## src/rtl/wb_pkg.sv

```systemverilog
// Shared writeback-stage types and constants: source selects, load funct3 codes,
// the accelerator request record and the load byte-lane alignment function.
package wb_pkg;

    localparam int WB_XLEN  = 32;
    localparam int WB_IDX_W = 5;

    localparam logic [1:0] WB_SEL_ALU = 2'd0;
    localparam logic [1:0] WB_SEL_MEM = 2'd1;
    localparam logic [1:0] WB_SEL_PC4 = 2'd2;

    localparam logic [2:0] F3_LB  = 3'b000;
    localparam logic [2:0] F3_LH  = 3'b001;
    localparam logic [2:0] F3_LW  = 3'b010;
    localparam logic [2:0] F3_LBU = 3'b100;
    localparam logic [2:0] F3_LHU = 3'b101;

    typedef struct packed {
        logic [WB_XLEN-1:0]  data;
        logic [WB_IDX_W-1:0] idx;
    } wb_req_t;

    // Sub-word results come back sign/zero extended to 32 bits; callers widen
    // with a signed cast, which is exact for the zero-extended forms too.
    function automatic logic [31:0] load_align(input logic [31:0] word,
                                               input logic [2:0]  funct3,
                                               input logic [1:0]  addr_lo);
        logic [7:0]  w_byte;
        logic [15:0] w_half;
        w_byte = word[{addr_lo, 3'b000} +: 8];
        w_half = addr_lo[1] ? word[31:16] : word[15:0];
        case (funct3)
            F3_LB:   load_align = {{24{w_byte[7]}}, w_byte};
            F3_LBU:  load_align = {24'd0, w_byte};
            F3_LH:   load_align = {{16{w_half[15]}}, w_half};
            F3_LHU:  load_align = {16'd0, w_half};
            F3_LW:   load_align = word;
            default: load_align = word;
        endcase
    endfunction

endpackage

```

## src/rtl/wb_fifo.sv

```systemverilog
// Synchronous FIFO holding accelerator results until a writeback slot frees up.
module wb_fifo #(
    parameter int WIDTH = 37,
    parameter int DEPTH = 4
) (
    input  logic                       i_clk,
    input  logic                       i_rst_n,
    input  logic                       i_push,
    input  logic [WIDTH-1:0]           i_din,
    input  logic                       i_pop,
    output logic [WIDTH-1:0]           o_dout,
    output logic                       o_full,
    output logic                       o_empty,
    output logic [$clog2(DEPTH):0]     o_count
);

    localparam int PTR_W = $clog2(DEPTH);
    localparam int CNT_W = PTR_W + 1;

    logic [WIDTH-1:0] r_mem [DEPTH];
    logic [PTR_W-1:0] r_wr_ptr;
    logic [PTR_W-1:0] r_rd_ptr;
    logic [CNT_W-1:0] r_count;
    logic             w_push;
    logic             w_pop;

    assign o_full  = (r_count == CNT_W'(DEPTH));
    assign o_empty = (r_count == '0);
    assign o_count = r_count;
    assign o_dout  = r_mem[r_rd_ptr];
    assign w_push  = i_push & ~o_full;
    assign w_pop   = i_pop & ~o_empty;

    // Storage is not reset; the count gates every read of it.
    always_ff @(posedge i_clk) begin
        if (w_push) begin
            r_mem[r_wr_ptr] <= i_din;
        end
    end

    always_ff @(posedge i_clk or negedge i_rst_n) begin
        if (!i_rst_n) begin
            r_wr_ptr <= '0;
            r_rd_ptr <= '0;
            r_count  <= '0;
        end else begin
            if (w_push) begin
                r_wr_ptr <= r_wr_ptr + 1'b1;
            end
            if (w_pop) begin
                r_rd_ptr <= r_rd_ptr + 1'b1;
            end
            case ({w_push, w_pop})
                2'b10:   r_count <= r_count + 1'b1;
                2'b01:   r_count <= r_count - 1'b1;
                default: r_count <= r_count;
            endcase
        end
    end

endmodule

```

## src/rtl/writeback_stage.sv

```systemverilog
// MEM/WB pipeline register with load formatting, merged with buffered
// accelerator results onto the single register-file write port.
module writeback_stage
    import wb_pkg::*;
#(
    parameter int XLEN      = WB_XLEN,
    parameter int IDX_W     = WB_IDX_W,
    parameter int EXT_DEPTH = 4
) (
    input  logic                         i_clk,
    input  logic                         i_rst_n,
    input  logic                         i_valid,
    input  logic                         i_flush,
    input  logic [XLEN-1:0]              i_alu,
    input  logic [XLEN-1:0]              i_mem,
    input  logic [XLEN-1:0]              i_pc4,
    input  logic [IDX_W-1:0]             i_w_idx,
    input  logic [1:0]                   i_wb_sel,
    input  logic                         i_wb_en,
    input  logic [2:0]                   i_ld_funct3,
    input  logic [1:0]                   i_addr_lo,
    input  logic                         i_ext_valid,
    input  logic [XLEN-1:0]              i_ext_data,
    input  logic [IDX_W-1:0]             i_ext_idx,
    output logic                         o_ext_ready,
    output logic                         o_stall,
    output logic [XLEN-1:0]              o_wb_data,
    output logic [IDX_W-1:0]             o_w_idx,
    output logic                         o_wb_en,
    output logic [$clog2(EXT_DEPTH):0]   o_ext_count
);

    localparam int REQ_W = XLEN + IDX_W;

    logic                  r_pr_valid;
    logic [XLEN-1:0]       r_pr_data;
    logic [IDX_W-1:0]      r_pr_idx;

    logic [31:0]           w_ld_fmt;
    logic [XLEN-1:0]       w_ld_data;
    logic [XLEN-1:0]       w_cap_data;
    logic                  w_push;
    logic                  w_pop;
    logic                  w_full;
    logic                  w_empty;
    logic [REQ_W-1:0]      w_head;

    assign w_ld_fmt  = load_align(i_mem[31:0], i_ld_funct3, i_addr_lo);
    assign w_ld_data = (i_ld_funct3 inside {F3_LB, F3_LBU, F3_LH, F3_LHU})
                       ? XLEN'($signed(w_ld_fmt)) : i_mem;

    always_comb begin
        case (i_wb_sel)
            WB_SEL_ALU: w_cap_data = i_alu;
            WB_SEL_MEM: w_cap_data = w_ld_data;
            WB_SEL_PC4: w_cap_data = i_pc4;
            default:    w_cap_data = i_alu;
        endcase
    end

    // Index-0 results are acknowledged upstream but never stored.
    assign w_push = i_ext_valid & ~w_full & (i_ext_idx != '0);

    wb_fifo #(
        .WIDTH (REQ_W),
        .DEPTH (EXT_DEPTH)
    ) u_fifo (
        .i_clk   (i_clk),
        .i_rst_n (i_rst_n),
        .i_push  (w_push),
        .i_din   ({i_ext_data, i_ext_idx}),
        .i_pop   (w_pop),
        .o_dout  (w_head),
        .o_full  (w_full),
        .o_empty (w_empty),
        .o_count (o_ext_count)
    );

    // A full FIFO steals the slot and freezes the pipeline entry for one cycle.
    always_comb begin
        w_pop     = 1'b0;
        o_wb_en   = 1'b0;
        o_wb_data = '0;
        o_w_idx   = '0;
        if (w_full) begin
            w_pop     = 1'b1;
            o_wb_en   = 1'b1;
            o_wb_data = w_head[REQ_W-1:IDX_W];
            o_w_idx   = w_head[IDX_W-1:0];
        end else if (r_pr_valid) begin
            o_wb_en   = 1'b1;
            o_wb_data = r_pr_data;
            o_w_idx   = r_pr_idx;
        end else if (!w_empty) begin
            w_pop     = 1'b1;
            o_wb_en   = 1'b1;
            o_wb_data = w_head[REQ_W-1:IDX_W];
            o_w_idx   = w_head[IDX_W-1:0];
        end
    end

    assign o_stall     = w_full;
    assign o_ext_ready = ~w_full;

    always_ff @(posedge i_clk or negedge i_rst_n) begin
        if (!i_rst_n) begin
            r_pr_valid <= 1'b0;
            r_pr_data  <= '0;
            r_pr_idx   <= '0;
        end else if (!w_full) begin
            r_pr_valid <= i_valid & i_wb_en & ~i_flush & (i_w_idx != '0);
            r_pr_data  <= w_cap_data;
            r_pr_idx   <= i_w_idx;
        end
    end

endmodule

```

## config.mk

```make
export PLATFORM = sky130hd
export DESIGN_NAME = writeback_stage
export DESIGN_NICKNAME = d
export VERILOG_FILES = /design/src/rtl/wb_pkg.sv /design/src/rtl/wb_fifo.sv /design/src/rtl/writeback_stage.sv
export SDC_FILE = /design/constraint.sdc
export NUM_CORES = 1
export LEC_CHECK = 0
export CAP_MARGIN = 5
export CORE_MARGIN = 1.5
export CORE_UTILIZATION = 35
export CTS_BUF_LIST = sky130_fd_sc_hd__clkbuf_2 sky130_fd_sc_hd__clkbuf_4 sky130_fd_sc_hd__clkbuf_8
export DETAILED_ROUTE_END_ITERATION = 6
export PLACE_DENSITY = 0.67
export SLEW_MARGIN = 20
export SYNTH_ARGS = -nofsm -noshare
export SYNTH_HDL_FRONTEND = slang
export SYNTH_SLANG_ARGS = --single-unit
export TNS_END_PERCENT = 30
```

## constraint.sdc

```tcl
create_clock -name i_clk -period 2.3 [get_ports i_clk]
set_input_delay 0.23 -clock i_clk [delete_from_list [all_inputs] [get_ports i_clk]]
set_output_delay 0.23 -clock i_clk [all_outputs]
set_load 0.01 [all_outputs]
```

Yosys cells after proc, flatten, opt, wreduce, memory -nomap -nowiden. Memories as Yosys holds them, arrays and structs flattened. Index checks and enable logic that the tools add are counted.

Bits in writable memories: 148. Input port bits: 151. Logic and storage cells: 54. Register bits: 45. Memories kept: 1. Output and inout port bits: 43.

Add/subtract/negate cells: 4. Muxes and demuxes: 18. Eq/ne operators: 8. Shift-type cells: 1. Bitwise logic cells: 10. Reductions and logical operators: 6.

Memories: u_fifo.r_mem (words 4, width 37, read ports 1, clocked after Yosys merged registers in 0, wr ports 1, line wb_fifo.sv:20) `logic [WIDTH-1:0] r_mem [DEPTH];`.

Operators with widths (count): 32-bit 2-to-1 mux (4); 32-bit case mux with 4 select lines (1); 32-bit case mux with 2 select lines (1); 32-bit by 6-bit variable part select with 8-bit output (1); 16-bit 2-to-1 mux (1); 5-bit 2-to-1 mux (3); 5-bit nonzero test (2); 3-bit equality test, second input constant (3); 1-bit AND (7); 1-bit 2-to-1 mux (7); 3-bit logical NOT (2); 3-bit case mux with 2 select lines (1); 2-bit by 1-bit adder with 2-bit output, second input constant (2); 2-bit by 1-bit equality test with 1-bit output, second input constant (2); 2-bit equality test, second input constant (2); 4-bit nonzero test (1); 3-bit by 1-bit adder with 3-bit output, second input constant (1); 3-bit by 1-bit equality test with 1-bit output, second input constant (1); 1-bit NOT (3); 3-bit by 1-bit subtractor with 3-bit output, second input constant (1); 2-bit nonzero test (1).

Longest topological paths before layout.
Word-level depth: 7. Gate-level depth with buffers: 10. Depth with buffers taken out: 9.

By module. A second synthesis with hierarchy kept.

Cell total of the unflattened synthesis: 553. Area total of the unflattened synthesis: 8775.9 sq um.

Modules (own cells, without submodules): wb_fifo (seq. area each 4619.4 sq um, cells an instance 230, times used 1, area each 5755.5 sq um); writeback_stage (seq. area each 950.9 sq um, cells an instance 323, times used 1, area each 3020.4 sq um).

Worst setup path after synthesis. No wires, ideal clock.

Path kind: register -> register. From: register u_fifo.r_count[2] (netlist: u_fifo.o_count[2]). To: memory u_fifo.r_mem[0][0], enable pin. Slack: -0.042 ns. Required time: 1.902 ns. Buffers on the path: 1. Clock period less this slack: 2.342 ns. Setup time: 0.398 ns. Arrival time: 1.944 ns. Stages on the path, launching flop included: 5. Cell sequence: dfrtp_1 -> or3b_1 -> buf_2 -> o311a_1 -> and2_1.

Cells in the longest elaborated chain, start to end: 7.

RTL lines: start: declaration (line wb_fifo.sv:23) `logic [CNT_W-1:0] r_count;`; start signal: assignment (line wb_fifo.sv:54) `2'b10: r_count <= r_count + 1'b1;`; start signal: assignment (line wb_fifo.sv:55) `2'b01: r_count <= r_count - 1'b1;`; start signal: assignment (line wb_fifo.sv:56) `default: r_count <= r_count;`; 3-bit equality test (*) (line wb_fifo.sv:27) `assign o_full = (r_count == CNT_W'(DEPTH));`; 1-bit NOT (*) (line wb_fifo.sv:31, writeback_stage.sv:62); 1-bit AND (2 in series) (line writeback_stage.sv:62) `assign w_push = i_ext_valid & ~w_full & (i_ext_idx != '0);`; 1-bit AND (*) (line wb_fifo.sv:31) `assign w_push = i_push & ~o_full;`; 1-bit 2-to-1 mux (*) (line wb_fifo.sv:36) `if (w_push) begin`; 1-bit 2-to-1 mux (not written as such) (*) (line wb_fifo.sv:37) `r_mem[r_wr_ptr] <= i_din;`; end: declaration (line wb_fifo.sv:20).

Mark *: on every way between the ends. The rest lies on a longest branch, timed or not.

Final worst setup path.
From: register u_fifo.r_rd_ptr[0]. To: output o_wb_data[26].

Cells in the longest elaborated chain, start to end: 4.

RTL lines: start: declaration (line wb_fifo.sv:22) `logic [PTR_W-1:0] r_rd_ptr;`; start signal: assignment (line wb_fifo.sv:51) `r_rd_ptr <= r_rd_ptr + 1'b1;`; memory read 4 x 37 bit (*); 32-bit 2-to-1 mux (line writeback_stage.sv:94) `end else if (!w_empty) begin`; 32-bit 2-to-1 mux (line writeback_stage.sv:90) `end else if (r_pr_valid) begin`; 32-bit 2-to-1 mux (*) (line writeback_stage.sv:85) `if (w_full) begin`; end: declaration (line writeback_stage.sv:27) `output logic [XLEN-1:0] o_wb_data,`.

Marks and branches as above.

==> metrics.md <==
| Metric | Value |
|---|---|
| Clock-pin slew on the worst setup and hold paths | `approximately 0.09 ns` |
| TritonCTS Sinks | `193` |
| Asr flop ratio synth | `0.233` |
| Area share of the largest cell type after synthesis | `0.499` |
| Die Height | `~160 um` |
| Status | `complete, but fails checks` |
| Leakage | `4.46 nW` |
| Hold WC Path Type | `in2async` |
| GR Layer Usage met1 | `0.282` |
| CTS Buf Count | `17` |
| Leading area contributor after synthesis | `edfxtp_1` |
| Fmax | `0.404 GHz` |
| Worst R2R Path Depth | `10` |
| CP max-delay cell | `mux4_2` |
| Layout Area Growth over Synthesis | `38.0%` |
| Fin. Hold Viols | `0` |
| CP Max Fanout | `5` |
| Dpl hpwl | `19400 um` |
| Starting Density | `0.355` |
| Final net count | `just over 1000` |
| Largest net degree at the start of global routing | `40` |
| Post-synth EDFFs | `about 150` |
| Worst-Margin Slew | `0.651 ns` |
| GRT met3 Usage | `0.0407` |
| Final setup fails | `38` |
| Final Cell Area | `0.0123 mm2` |
| Core Region | `0.0251 mm2` |
| Cells after synthesis | `645` |
| Finished Core Util | `0.489` |
| CP max stage delay | `0.53 ns` |
| GRT Util Overall | `0.211` |
| Predominant post-synthesis flop cell | `edfxtp_1` |
| # H-tree levels | `4` |
| Synth Register Bits | `193` |
| CP cell instances | `buf_4 > clkbuf_16 > mux4_2 > a21oi_1 > nor2_1 > dlygate4sd2_1` |
| Maximum VDD drop | `~0.69 mV` |
| First-pass GRT wire length | `41000 um` |
| Setup ws final | `-0.175 ns` |
| Distinct cells, synth | `45` |
| Io pins | `about 190` |
| RSZ-0062 raised after global routing | `yes` |
| Final Critical Period | `2.48 ns` |
| Post-Syn Nets | `approximately 800` |
| CP Class | `reg2out` |
| Startpoint types | `flop` |
| Pwr dens | `1170 mW/mm2` |
| Routability cong. | `0.817` |
| Failing checks | `negative setup slack` |
| Antenna-violating nets left | `0` |
| Final period util | `1.08` |
| Synthesis Warnings | `0` |
| Crit path DAT | `2.25 ns` |
| Synth top area cells | `edfxtp_1, dfrtp_1, mux4_2` |
| Slew Limit Headroom | `0.566` |
| Die Area | `0.0264 mm2` |
| Post-synth top cells | `edfxtp_1, o22ai_1, nor2_1` |
| Crit end category | `primary output` |
| # Max-Cap Violations | `0` |
| R2r setup slk | `-0.01 ns` |
| FF-to-FF Start | `u_fifo.o_count[1]$_DFFE_PN0P_` |
| First drt pass iteration count | `5` |
| Clock Path Buffers | `2` |
| Syn Area/Cell | `13.8 um2` |
| Drt first-iter violations | `575` |
| Gr busiest metal | `met2` |
| Port Buffer Count | `between 150 and 200` |
| Count leader, synth | `edfxtp_1` |
| Clock skew | `0.00794 ns` |
| Root Buffer | `clkbuf_8` |
| Routed length per instance | `approximately 23 um` |
| Die Width | `163 um` |
| Vias per cell | `between 5 and 6` |
| Clock latency on the worst-skew pair | `between 0.4 and 0.5 ns` |
| Met2 global-route usage | `0.350` |
| Drt drc | `0` |
| N_diodes | `0` |
| Vias in the first global route | `6665` |
| Share of cells above drive strength 1 | `0.208` |
| Slew Limit Fails | `0` |
| Sequential area share after synthesis | `0.626` |
| Initial antenna violation count | `0` |
| RR Endpoint | `u_fifo.o_count[2]$_DFFE_PN0P_` |
| # rows | `58` |
| Routed WL | `27700 um` |
| Synthesized area | `0.00890 mm2` |
| Remaining Overflow, GRT | `0` |
| CTS tree | `built` |
| Vias | `6790` |
| Placed Instance Area | `between 0.01 and 0.015 mm2` |
| Critical Path RT | `2.07 ns` |
critical path: cells and delay by family (launching register included):
family / cells / cell delay [ns]
buf+inv: 3 / 0.62
mux: 1 / 0.53
flops: 1 / 0.41
compound gates: 1 / 0.16
simple gates: 1 / 0.06
logic make-up (layout without fill, tap and decap cells):
group / after synthesis / after routing / synth area share
mux: 46 / 46 / 0.105
flops: 193 / 193 / 0.626
compound gates: 209 / 209 / 0.159
simple gates: 118 / 118 / 0.0582
fa+ha+maj: 8 / 8 / 0.0121
xor+xnor: 6 / 6 / 0.00590
buf+inv: 65 / 309 / 0.0340
how the worst max path moves through the flow:
stage,start,end,depth (start not counted)
2_1_floorplan,u_fifo.o_count[2]$_DFFE_PN0P_,u_fifo.r_mem[2][0]$_DFFE_PP_,4
3_3_place_gp,i_ext_idx[1],u_fifo.o_count[2]$_DFFE_PN0P_,10
3_5_place_dp,i_ext_idx[1],u_fifo.o_count[2]$_DFFE_PN0P_,10
4_1_cts,u_fifo.r_rd_ptr[0]$_DFFE_PN0P_,o_wb_data[24],6
5_1_grt,u_fifo.r_rd_ptr[0]$_DFFE_PN0P_,o_wb_data[26],6
6_report,u_fifo.r_rd_ptr[0]$_DFFE_PN0P_,o_wb_data[26],6
registers in the layout (all words and copies together) (netlist names):
| name | cells |
|---|---|
| r_pr_data | 32 |
| r_pr_idx | 5 |
| r_pr_valid | 1 |
| u_fifo.o_count | 3 |
| u_fifo.r_mem | 148 |
| u_fifo.r_rd_ptr | 2 |
| u_fifo.r_wr_ptr | 2 |
metrics by stage:
| stage | power, W | std cells | setup TNS (ns) | setup WS, ns | hold slack (ns) |
|---|---|---|---|---|---|
| 6_report | 0.0144 | 1219 | -4.10 | -0.175 | 0.299 |
| 5_1_grt | 0.0151 | 1219 | -8.05 | -0.258 | 0.299 |
| 4_1_cts | 0.0142 | 1216 | -5.61 | -0.185 | 0.287 |
| 3_5_place_dp | 0.0120 | 1170 | -0.256 | -0.237 | 0.277 |
| 3_3_place_gp | 0.0119 | 1170 | -0.157 | -0.157 | 0.281 |
| 2_1_floorplan | 0.00881 | 645 | -3.09 | -0.0417 | -0.0656 |
placed cells by master, fill, tap and decap left out, types with 20 or more instances in the layout:
cell type and n:
clkdlybuf4s50_1 155, edfxtp_1 148, o22ai_1 69, nor2_1 63, buf_4 42, dfrtp_1 42, a21oi_1 41, mux4_2 38
dlygate4sd2_1 31, nand2_1 25, a221oi_1 22, buf_12 20
power by group:
group,total [W],switching (W),internal [W]
Combinational,0.00713,0.00358,0.00355
Sequential,0.00512,0.000444,0.00468
Clock,0.00211,0.00115,0.000960
Total,0.0144,0.00518,0.00919
what timing repair did:
item	CTS	global route
hold buffers	1	0
gates resized for setup	66	18
pin swaps	6	2
buffers inserted	10	1
hold endpoints to repair	19	0
gates cloned	3	2
endpoints found under the setup margin	40	41
per-layer routing:
metal	vias to the layer above	wire length, um
met5	-	0
met4	0	601
met3	42	1940
met2	296	13400
met1	3408	11800
li1	3044	-
cell type report:
type,instances,area [um2]
fillers,2255,12800
clock buffers,23,292
inverters,12,45.0
multi-input cells,387,3110
clock inverters,9,85.1
repair buffers,265,2770
well taps,330,413
flip-flops and latches,193,5570
Note: power is estimated with default switching activity, not from simulation.
